==> config.mk <==
export PLATFORM = sky130hd
export DESIGN_NAME = handshaking_receiver_flat
export DESIGN_NICKNAME = d
export VERILOG_FILES = /design/src/rtl/handshaking_receiver_if.sv /design/src/rtl/handshaking_receiver.sv /design/src/flat_wrapper.sv
export SDC_FILE = /design/constraint.sdc
export NUM_CORES = 1
export LEC_CHECK = 0
export ABC_AREA = 1
export BUFFER_PORTS_ARGS = -buffer_cell sky130_fd_sc_hd__buf_2
export CORE_MARGIN = 4
export CORE_UTILIZATION = 45
export CTS_BUF_LIST = sky130_fd_sc_hd__clkbuf_16
export DETAILED_ROUTE_END_ITERATION = 10
export PLACE_DENSITY = 0.66
export SLEW_MARGIN = 5
export SYNTH_ARGS = -nofsm -noshare
export SYNTH_HDL_FRONTEND = slang
export SYNTH_SLANG_ARGS = --single-unit
==> constraint.sdc <==
create_clock -name clk -period 4 [get_ports clk]
set_clock_uncertainty 0.15 [all_clocks]
set_input_delay 0.4 -clock clk [delete_from_list [all_inputs] [get_ports clk]]
set_output_delay 0.4 -clock clk [all_outputs]
set_load 0.01 [all_outputs]
==> src/rtl/handshaking_receiver_if.sv <==
// Four-phase valid/ready link between a handshaking sender and the receiver.
// The sender (master) drives the word and the request; the receiver (slave)
// answers with the acknowledge.
interface handshaking_receiver_if #(
  parameter int DATA_WIDTH = 8
);

  logic [DATA_WIDTH-1:0] data_in;
  logic                  data_valid;
  logic                  data_ready;

  modport master (
    output data_in,
    output data_valid,
    input  data_ready
  );

  modport slave (
    input  data_in,
    input  data_valid,
    output data_ready
  );

endinterface

==> src/rtl/handshaking_receiver.sv <==
// Receiving end of the four-phase valid/ready handshake.
// Accepted words land in a small show-ahead FIFO so downstream logic can pop
// at its own pace. The sender is held off by withholding data_ready while the
// FIFO is full. data_valid can optionally pass through a synchroniser
// (SYNC_STAGES = 2) when the sender lives in another clock domain; only 0 and
// 2 are meaningful settings.
module handshaking_receiver #(
  parameter int DATA_WIDTH  = 8,
  parameter int FIFO_DEPTH  = 4,
  parameter int SYNC_STAGES = 0,
  localparam int AW = $clog2(FIFO_DEPTH),
  localparam int CW = $clog2(FIFO_DEPTH) + 1
) (
  input  logic                    clk,
  input  logic                    rst,
  handshaking_receiver_if.slave   hs,
  output logic [DATA_WIDTH-1:0]   data_out,
  output logic                    out_valid,
  input  logic                    rd_en,
  output logic [CW-1:0]           fill_count
);

  localparam logic [CW-1:0] DEPTH_C = CW'(FIFO_DEPTH);

  typedef enum logic {
    IDLE = 1'b0,
    ACK  = 1'b1
  } state_t;

  state_t                state_q;
  state_t                state_d;
  logic                  v_s;
  logic                  wr_en;
  logic                  rd_fire;
  logic                  data_ready_q;
  logic [AW-1:0]         wr_ptr;
  logic [AW-1:0]         rd_ptr;
  logic [CW-1:0]         count_q;
  logic [CW-1:0]         count_d;
  logic [DATA_WIDTH-1:0] mem [FIFO_DEPTH];

  generate
    if (SYNC_STAGES == 0) begin : g_no_sync
      assign v_s = hs.data_valid;
    end else begin : g_sync
      logic [SYNC_STAGES-1:0] sync_q;

      // Shift the sender's request through the synchroniser chain.
      always_ff @(posedge clk or negedge rst) begin
        if (!rst) begin
          sync_q <= '0;
        end else begin
          sync_q[0] <= hs.data_valid;
          for (int i = 1; i < SYNC_STAGES; i++) begin
            sync_q[i] <= sync_q[i-1];
          end
        end
      end

      assign v_s = sync_q[SYNC_STAGES-1];
    end
  endgenerate

  // Handshake state register; data_ready is registered and follows the next state.
  always_ff @(posedge clk or negedge rst) begin
    if (!rst) begin
      state_q      <= IDLE;
      data_ready_q <= 1'b0;
    end else begin
      state_q      <= state_d;
      data_ready_q <= (state_d == ACK);
    end
  end

  // Accept one word per request from IDLE when there is room; wait in ACK for the request to drop.
  always_comb begin
    state_d = state_q;
    wr_en   = 1'b0;
    case (state_q)
      IDLE: begin
        if (v_s && (count_q < DEPTH_C)) begin
          wr_en   = 1'b1;
          state_d = ACK;
        end
      end
      ACK: begin
        if (!v_s) begin
          state_d = IDLE;
        end
      end
      default: begin
        state_d = IDLE;
      end
    endcase
  end

  assign rd_fire = rd_en && out_valid;
  assign count_d = count_q + CW'(wr_en) - CW'(rd_fire);

  // FIFO storage; cleared on reset so the head reads 0 until something is written.
  always_ff @(posedge clk or negedge rst) begin
    if (!rst) begin
      for (int i = 0; i < FIFO_DEPTH; i++) begin
        mem[i] <= '0;
      end
    end else if (wr_en) begin
      mem[wr_ptr] <= hs.data_in;
    end
  end

  // Pointers wrap naturally at FIFO_DEPTH; the count is kept separately to tell full from empty.
  always_ff @(posedge clk or negedge rst) begin
    if (!rst) begin
      wr_ptr    <= '0;
      rd_ptr    <= '0;
      count_q   <= '0;
      out_valid <= 1'b0;
    end else begin
      if (wr_en) begin
        wr_ptr <= wr_ptr + 1'b1;
      end
      if (rd_fire) begin
        rd_ptr <= rd_ptr + 1'b1;
      end
      count_q   <= count_d;
      out_valid <= (count_d != '0);
    end
  end

  assign hs.data_ready = data_ready_q;
  assign data_out      = mem[rd_ptr];
  assign fill_count    = count_q;

endmodule

==> src/flat_wrapper.sv <==
// flat-port wrapper written by rule: the top's interface ports become plain ports
module handshaking_receiver_flat 
#(
  parameter int DATA_WIDTH  = 8,
  parameter int FIFO_DEPTH  = 4,
  parameter int SYNC_STAGES = 0,
  localparam int AW = $clog2(FIFO_DEPTH),
  localparam int CW = $clog2(FIFO_DEPTH) + 1
)
  (clk, rst, data_out, out_valid, rd_en, fill_count, hs_data_in, hs_data_valid, hs_data_ready);
  handshaking_receiver_if #(.DATA_WIDTH(DATA_WIDTH)) hs_i ();
  input  logic clk;
  input  logic rst;
  output logic [DATA_WIDTH-1:0] data_out;
  output logic out_valid;
  input  logic rd_en;
  output logic [CW-1:0] fill_count;
  input wire logic [$bits(hs_i.data_in)-1:0] hs_data_in;
  input wire logic [$bits(hs_i.data_valid)-1:0] hs_data_valid;
  output wire logic [$bits(hs_i.data_ready)-1:0] hs_data_ready;
  assign hs_i.data_in = hs_data_in;
  assign hs_i.data_valid = hs_data_valid;
  assign hs_data_ready = hs_i.data_ready;
  handshaking_receiver #(.DATA_WIDTH(DATA_WIDTH), .FIFO_DEPTH(FIFO_DEPTH), .SYNC_STAGES(SYNC_STAGES)) u_core (.clk(clk), .rst(rst), .hs(hs_i), .data_out(data_out), .out_valid(out_valid), .rd_en(rd_en), .fill_count(fill_count));
endmodule
### Word level (Yosys, flattened, before mapping)

Cells that the tools add are included.

| word-level totals | value |
|---|---|
| input bits | 12 |
| memories kept | 0 |
| memory bits (read-only) | 0 |
| latch bits | 0 |
| output and inout bits | 13 |
| register bits | 41 |
| bits in writable memories | 0 |

| operators by class | value |
|---|---|
| magnitude comparators | 4 |
| bitwise logic cells | 3 |
| multipliers | 0 |
| reductions and logical operators | 4 |
| div/mod/pow operators | 0 |
| add/subtract/negate cells | 4 |
| equality and inequality tests | 0 |
| shift-type cells | 0 |
| muxes and demuxes | 10 |

Operators by type and width:

| kind | number |
|---|---|
| 32-bit bitwise mux | 1 |
| 8-bit two-way mux | 3 |
| 8-bit binary-select mux with 2-bit select | 1 |
| 8-bit demux with 2-bit select | 1 |
| 3-bit greater-or-equal comparator, second input constant | 2 |
| 2-bit NOT with 3-bit output | 2 |
| 2-bit by 1-bit adder with 2-bit output, second input constant | 2 |
| 3-bit by 1-bit adder with 3-bit output | 1 |
| 1-bit logical AND | 3 |
| 3-bit by 1-bit less-than comparator with 1-bit output, second input constant | 1 |
| 3-bit less-than comparator, second input constant | 1 |
| 1-bit two-way mux | 3 |
| 3-bit nonzero test | 1 |
| 3-bit by 1-bit subtractor with 3-bit output | 1 |
| 1-bit one-hot mux with 2 select lines | 1 |
| 1-bit NOT | 1 |

### Logic depth before layout (Yosys ltp)

Gate-level depths: netlist of run 1.

| depth | value |
|---|---|
| depth after elaboration | 7 |
| depth in mapped cells | 10 |
| mapped depth without buffers | 10 |

### Worst setup path after synthesis of run 1

Ideal clock, no wire load.

| timing | value |
|---|---|
| path kind | register to register |
| from | register u_core.count_q[2] (netlist: u_core.fill_count[2]) |
| to | register u_core.out_valid |
| cell stages (with the launch flop) | 10 |
| buffers on the path | 0 |
| slack | 2,082 ps |
| clock period less this slack | 1,918 ps |
| arrival | 1,643 ps |
| cells stage by stage | dfrtp_1 -> nor2_4 -> nand2_1 -> clkinv_2 -> ha_1 -> inv_1 -> fa_1 -> inv_1 -> nor2_1 -> nand3_1 |

| on the way | value |
|---|---|
| word-level cells in the longest chain between the ends | 7 |

Ends and longest elaborated chain:

| what | line | RTL |
|---|---|---|
| start: declaration | handshaking_receiver.sv:38 | `logic [CW-1:0] count_q;` |
| start signal: assignment | handshaking_receiver.sv:125 | `count_q <= count_d;` |
| 3-bit less-than comparator | handshaking_receiver.sv:81 | `if (v_s && (count_q < DEPTH_C)) begin` |
| 1-bit logical AND | handshaking_receiver.sv:81 |  |
| 1-bit two-way mux | handshaking_receiver.sv:81 |  |
| 1-bit two-way mux | handshaking_receiver.sv:79 | `case (state_q)` |
| net u_core.wr_en | handshaking_receiver.sv:33 | `logic wr_en;` |
| 3-bit by 1-bit adder with 3-bit output | handshaking_receiver.sv:98 | `assign count_d = count_q + CW'(wr_en) - CW'(rd_fire);` |
| 3-bit by 1-bit subtractor with 3-bit output | handshaking_receiver.sv:98 |  |
| net u_core.count_d[1] | handshaking_receiver.sv:39 | `logic [CW-1:0] count_d;` |
| 3-bit nonzero test | handshaking_receiver.sv:126 | `out_valid <= (count_d != '0);` |
| end signal: assignment | handshaking_receiver.sv:126 |  |
| end: declaration | handshaking_receiver.sv:18 | `output logic out_valid,` |

The timed path passes the listed nets, and every way through them passes these cells.
A chain may end at the register's enable or synchronous reset.

### Worst setup path in the final report of run 1

Same ends and word-level chain as after synthesis.

==> impl_metrics.json, run 1 <==
{
  "grtUsageMet1": 0.255,
  "die_w_um": 76.3,
  "wl_per_cell_um": 15.1,
  "vias_per_cell": 5.34,
  "dp_cells": 318,
  "ys_seq_elements": 41,
  "top_usage_layer": "met2",
  "gp_congestion": 0.745,
  "clkTransAtPathRegs_ps": 60,
  "grt_overflow": 0,
  "reg2reg_to": "u_core.out_valid",
  "synth_fp_nets": 275,
  "hold_buffers": 0,
  "yosysTopAreaCell": "dfrtp_1",
  "synth_warnings": 0,
  "cts_tree": "done",
  "ys_top_cells_by_area": "dfrtp_1 49%, nand2_1 17%, nand4_1 11%, ha_1 3.6%, inv_1 3.6%",
  "drive_gt1_frac": 0.125,
  "critPathMostFrequentCell": "inv_1",
  "max_freq_ghz": 0.409,
  "cts_max_level": 2,
  "synthCells": 256,
  "switchingPower_w": 0.000818,
  "cp_cell_sequence": "nor2_4 > nand2_1 > clkinv_2 > ha_1 > inv_1 > fa_1 > inv_1 > nor2_1 > nand3_1",
  "crit_arrival_ps": 2460,
  "p_leak_nw": 1.26,
  "maxSlewViolCount": 0,
  "finalSetupTns_ps": 0,
  "syn_area_per_cell_um2": 8.21,
  "critPathCapture": "u_core.out_valid",
  "rsz0062_at_grt": "false",
  "slowest_stage": "nor2_4",
  "ir_drop_mv": 0.402,
  "final-setup-viol-count": 0,
  "post_cts_buffers": 0,
  "grt_pass1_vias": 1795,
  "required_ps": 4010,
  "initial_utilization": 0.473,
  "critical_path_class": "reg -> reg",
  "grtUsageMet3": 0.0426,
  "wl_um": 4910,
  "drt-initial-drc-count": 185,
  "grt_pass1_wl_um": 8760,
  "synth.top_cell.area_share": 0.488,
  "crit_fanout": 33,
  "final_cell_count_no_fill": 325,
  "cp-start-kind": "flop",
  "grt_use_total": 0.187,
  "final_nets": 292,
  "syn_area_um2": 2100,
  "core_um2": 4440,
  "vias": 1736,
  "hold_viol": 0,
  "max_cap_viol_count": 0,
  "status": "completed",
  "fin_crit_sh": 0.612,
  "utilization": 0.522,
  "grt_max_degree": 42,
  "critPathLaunch": "u_core.fill_count[2]",
  "cts_resized": 0,
  "fillers": 448,
  "clkPwrFrac": 0.192,
  "antenna_found_initial": 0,
  "tightest_slew_ps": 912,
  "netlist-cell-type-count": 19,
  "cts.sinks": 41,
  "die_area_um2": 5830,
  "slew_headroom": 0.392,
  "n_antenna_cell": 0,
  "clkLatencyLatePin_ps": 280,
  "combPwrFrac": 0.429,
  "route.detailed.drc": 0,
  "period_minus_slack_ps": 2450,
  "hold_slack_ps": 102,
  "numPortBuffers": 24,
  "min_path_type": "in -> async",
  "crit_path_end_kind": "flop",
  "sw_frac_of_total": 0.421,
  "powerDensity_nw_per_um2": 838,
  "grt_use_met2": 0.296,
  "ys_seq_area_frac": 0.488,
  "r2r_setup_slack_ps": 1550,
  "antenna_left": 0,
  "r2r_start": "u_core.fill_count[2]",
  "seq_power_share": 0.379,
  "layout_commonest_cell": "nand2_1",
  "mostFrequentLayoutCells": "93 x nand2_1, 41 x dfrtp_1, 36 x nand4_1, 24 x buf_2, 21 x inv_1",
  "cts_buffer_depth": 2,
  "ios": 25,
  "area.growth.synth_to_final_pct": 10.3,
  "numCtsBuffers": 5,
  "drt_first_pass_iters": 5,
  "rows": 24,
  "root_buffer": "clkbuf_16",
  "max_stage_delay_ps": 550,
  "reg2reg_depth": 9,
  "dp_hpwl_um": 3150,
  "p_int_w": 0.00112,
  "dieHeight_um": 76.3
}
-- cells by family (layout without fill, tap and decap cells) --
group                      Yosys count  count (layout)  share of synthesized area
and+or+nand+nor                    152             152                      0.319
DFF                                 41              41                      0.488
buffers and inverters               38              55                     0.0934
AOI/OAI and AO/OA                   17              17                     0.0500
adders and majority gates            7               7                     0.0452
xor gates and xnor gates             1               1                    0.00417
-- how the worst min path moves through the flow --
stage                                end  slack [ps]
floorplan           u_core.fill_count[0]         -50
global placement           u_core.mem[5]         300
detailed placement         u_core.mem[4]         310
CTS                       u_core.mem[22]         140
global route              u_core.mem[30]         190
finish                     u_core.mem[6]         100
-- registers in the layout, summed over array words and instances, names as in the netlist --
name	cells
u_core.rd_ptr	2
u_core.fill_count	3
u_core.wr_ptr	2
u_core.mem	32
u_core.state_q	1
u_core.out_valid	1
-- critical path, delay by kind of cell (launching register included) --
kind	cells	cell delay [ps]
adders and majority gates	2	610
buffers and inverters	3	210
DFF	1	430
and+or+nand+nor	4	930
-- cells in the mapped netlist, drive strengths merged --
cell and n:
dfrtp 41, inv 22, o211ai 8, ha 6, a21oi 1, nand3 2
nand4 36, nor2 21, clkinv 1, buf 15, o21ai 8, nand2 93
fa 1, xor2 1
-- power groups by stage --
| stage | sequential, W | clock, W | combinational (W) |
|---|---|---|---|
| 6_report | 0.000736 | 0.000373 | 0.000833 |
| 5_1_grt | 0.000768 | 0.000395 | 0.000985 |
| 4_1_cts | 0.000737 | 0.000381 | 0.000849 |
| 3_5_place_dp | 0.000742 | 0 | 0.000847 |
| 3_3_place_gp | 0.000736 | 0 | 0.000830 |
| 2_1_floorplan | 0.000710 | 0 | 0.000640 |
-- area by class of cell --
class                   instances  area (µm²)  share of cell area
flip-flops and latches         41        1030               0.443
well taps                      52        65.1              0.0281
repair buffers                 25         128              0.0550
inverters                      23        87.6              0.0378
multi-input cells             177         880               0.379
clock buffers                   5         125              0.0540
clock inverters                 2        7.51             0.00324
-- layer usage --
layer	vias to the layer above	part of all wire
met4	0	0.011
met5	-	0
met1	812	0.47
met2	49	0.46
li1	870	-
met3	5	0.054
-- metrics by stage --
step | total power (W) | area (µm²) | worst slack, ps
after CTS | 0.00197 | 2320 | 1530
after floorplan | 0.00135 | 2100 | 2080
final | 0.00194 | 2320 | 1550
after global placement | 0.00157 | 2190 | 1490
after detailed placement | 0.00159 | 2190 | 1430
after global routing | 0.00215 | 2320 | 1330
No activity file was read; power rests on OpenSTA's default activity.
==> run 2: changes to the inputs <==
--- a/config.mk
+++ b/config.mk
@@ -11,7 +11,7 @@
 export CORE_UTILIZATION = 45
 export CTS_BUF_LIST = sky130_fd_sc_hd__clkbuf_16
 export DETAILED_ROUTE_END_ITERATION = 10
-export PLACE_DENSITY = 0.66
+export PLACE_DENSITY = 0.69
 export SLEW_MARGIN = 5
 export SYNTH_ARGS = -nofsm -noshare
 export SYNTH_HDL_FRONTEND = slang
==> constraint.sdc (replaced) <==
create_clock -name clk -period 2.1 [get_ports clk]
set_clock_uncertainty 0.15 [all_clocks]
set_input_delay 0.21 -clock clk [delete_from_list [all_inputs] [get_ports clk]]
set_output_delay 0.21 -clock clk [all_outputs]
set_load 0.01 [all_outputs]
==> run 2 against run 1 <==
Utilization up 2.2 points. Critical path type unchanged. Power up 97%. Non-clock buffer count up 12. Hold slack worse by 31 ps. Design area up 4.3%.
==> impl_metrics.json, run 2 (synthesis gave the netlist of run 1 again) <==
{
  "status": "completed",
  "final_nets": 304,
  "fillers": 417,
  "required_ps": 2110,
  "max_stage_delay_ps": 470,
  "grt_use_total": 0.186,
  "crit_fanout": 2,
  "critPathLaunch": "u_core.out_valid",
  "root_buffer": "clkbuf_16",
  "top_register": "u_core.mem",
  "fin_crit_sh": 0.923,
  "grt_pass1_wl_um": 8710,
  "period_minus_slack_ps": 1940,
  "dieHeight_um": 76.3,
  "finalSetupTns_ps": 0,
  "antenna_left": 0,
  "powerDensity_nw_per_um2": 1580,
  "dp_cells": 329,
  "mostFrequentLayoutCells": "93 x nand2_1, 41 x dfrtp_1, 36 x nand4_1, 24 x buf_2, 21 x inv_1",
  "grt_overflow": 0,
  "layout_commonest_cell": "nand2_1",
  "antenna_found_initial": 0,
  "die_w_um": 76.3,
  "route.detailed.drc": 0,
  "hold_slack_ps": 71.2,
  "multi_input_area_um2": 880,
  "drive_gt1_frac": 0.164,
  "gp_congestion": 0.776,
  "cts_tree": "done",
  "cts_max_level": 2,
  "ir_drop_mv": 0.833,
  "maxSlewViolCount": 0,
  "slew_headroom": 0.651,
  "critPathMostFrequentCell": "inv_1",
  "numPortBuffers": 24,
  "design_area_um2": 2420,
  "area.growth.synth_to_final_pct": 15.0,
  "tightest_slew_ps": 523,
  "wl_per_cell_um": 14.7,
  "ios": 25,
  "r2r_start": "u_core.out_valid",
  "p_leak_nw": 1.32,
  "grt_max_degree": 42,
  "core_um2": 4440,
  "critical_path_class": "reg -> reg",
  "drt_first_pass_iters": 4,
  "cp-start-kind": "flop",
  "rsz0062_at_grt": "false",
  "largest_register_ff_count": 32,
  "die_area_um2": 5830,
  "rows": 24,
  "clkLatencyLatePin_ps": 280,
  "vias": 1801,
  "numCtsBuffers": 5,
  "final_cell_count_no_fill": 338,
  "vias_per_cell": 5.33,
  "grt_pass1_vias": 1722,
  "initial_utilization": 0.473,
  "max_freq_ghz": 0.516,
  "final-setup-viol-count": 0,
  "place_area_um2": 2270,
  "cts_buffer_depth": 2,
  "crit_path_end_kind": "flop",
  "slowest_stage": "fa_1",
  "max_cap_viol_count": 0,
  "min_from": "hs_data_valid",
  "drt-initial-drc-count": 169,
  "crit_arrival_ps": 1950,
  "dp_hpwl_um": 3170,
  "clkTransAtPathRegs_ps": 60,
  "cp_cell_sequence": "nand2_1 > inv_1 > ha_1 > inv_1 > ha_1 > inv_1 > fa_1 > inv_1 > nor2_1 > nand3_1",
  "min_path_type": "in -> reg",
  "regArea_um2": 1030,
  "n_antenna_cell": 0,
  "hold_viol": 0,
  "cts_resized": 0,
  "wl_um": 4980,
  "p_total_w": 0.00383,
  "cts.sinks": 41
}
-- run 2: cell count changes in the layout (fill, tap and decap cells not counted) --
cell / delta
clkinv_2: +2
dlygate4sd3_1: +1
clkinv_1: -1
buf_4: +11
-- run 2: what timing repair did --
action	CTS	global route
hold buffers	1	0
buffers inserted	0	0
endpoints found under the hold margin	41	0
-- run 2: cell type report --
type	instances	area share
multi-input combinational	177	0.364
sequential	41	0.424
clock inverter	3	0.00569
clock buffer	5	0.0518
timing repair buffer	37	0.0911
tap	52	0.0269
inverter	23	0.0362
-- run 2: report_power, final --
part	internal, W	switching, W	total [W]
clock	0.000431	0.000298	0.000730
combinational	0.000640	0.00108	0.00172
sequential	0.00116	0.000220	0.00138
-- run 2: critical path: cells and delay by family, from the launching register on --
family                     cells  cell delay (ps)
adders and majority gates      3              860
buffers and inverters          4              200
DFF                            1              370
and+or+nand+nor                3              240
-- run 2: final timing paths --
check / end / slack, ps / cells past startpoint
max in group asynchronous: u_core.mem[13] / 1060 / 3
min in group asynchronous: u_core.mem[30] / 380 / 3
min: u_core.state_q / 70 / 3
min reg2reg: u_core.mem[6] / 320 / 2
max: u_core.out_valid / 160 / 10
max reg2reg: u_core.out_valid / 160 / 10
-- run 2: layer usage --
layer  vias to the layer above  global-route usage  part of all wire
met5                         -                   0                 0
met4                         0              0.0380            0.0040
met3                         2              0.0449             0.067
met2                        54               0.277              0.46
met1                       849               0.275              0.47
li1                        896                   -                 -
-- run 2: through the flow --
stage / util / setup slack, ps
floorplan: - / 182
CTS: 0.544 / 139
finish: 0.544 / 163
global route: 0.544 / 59.9
detailed placement: 0.510 / 142
global placement: 0.510 / 183
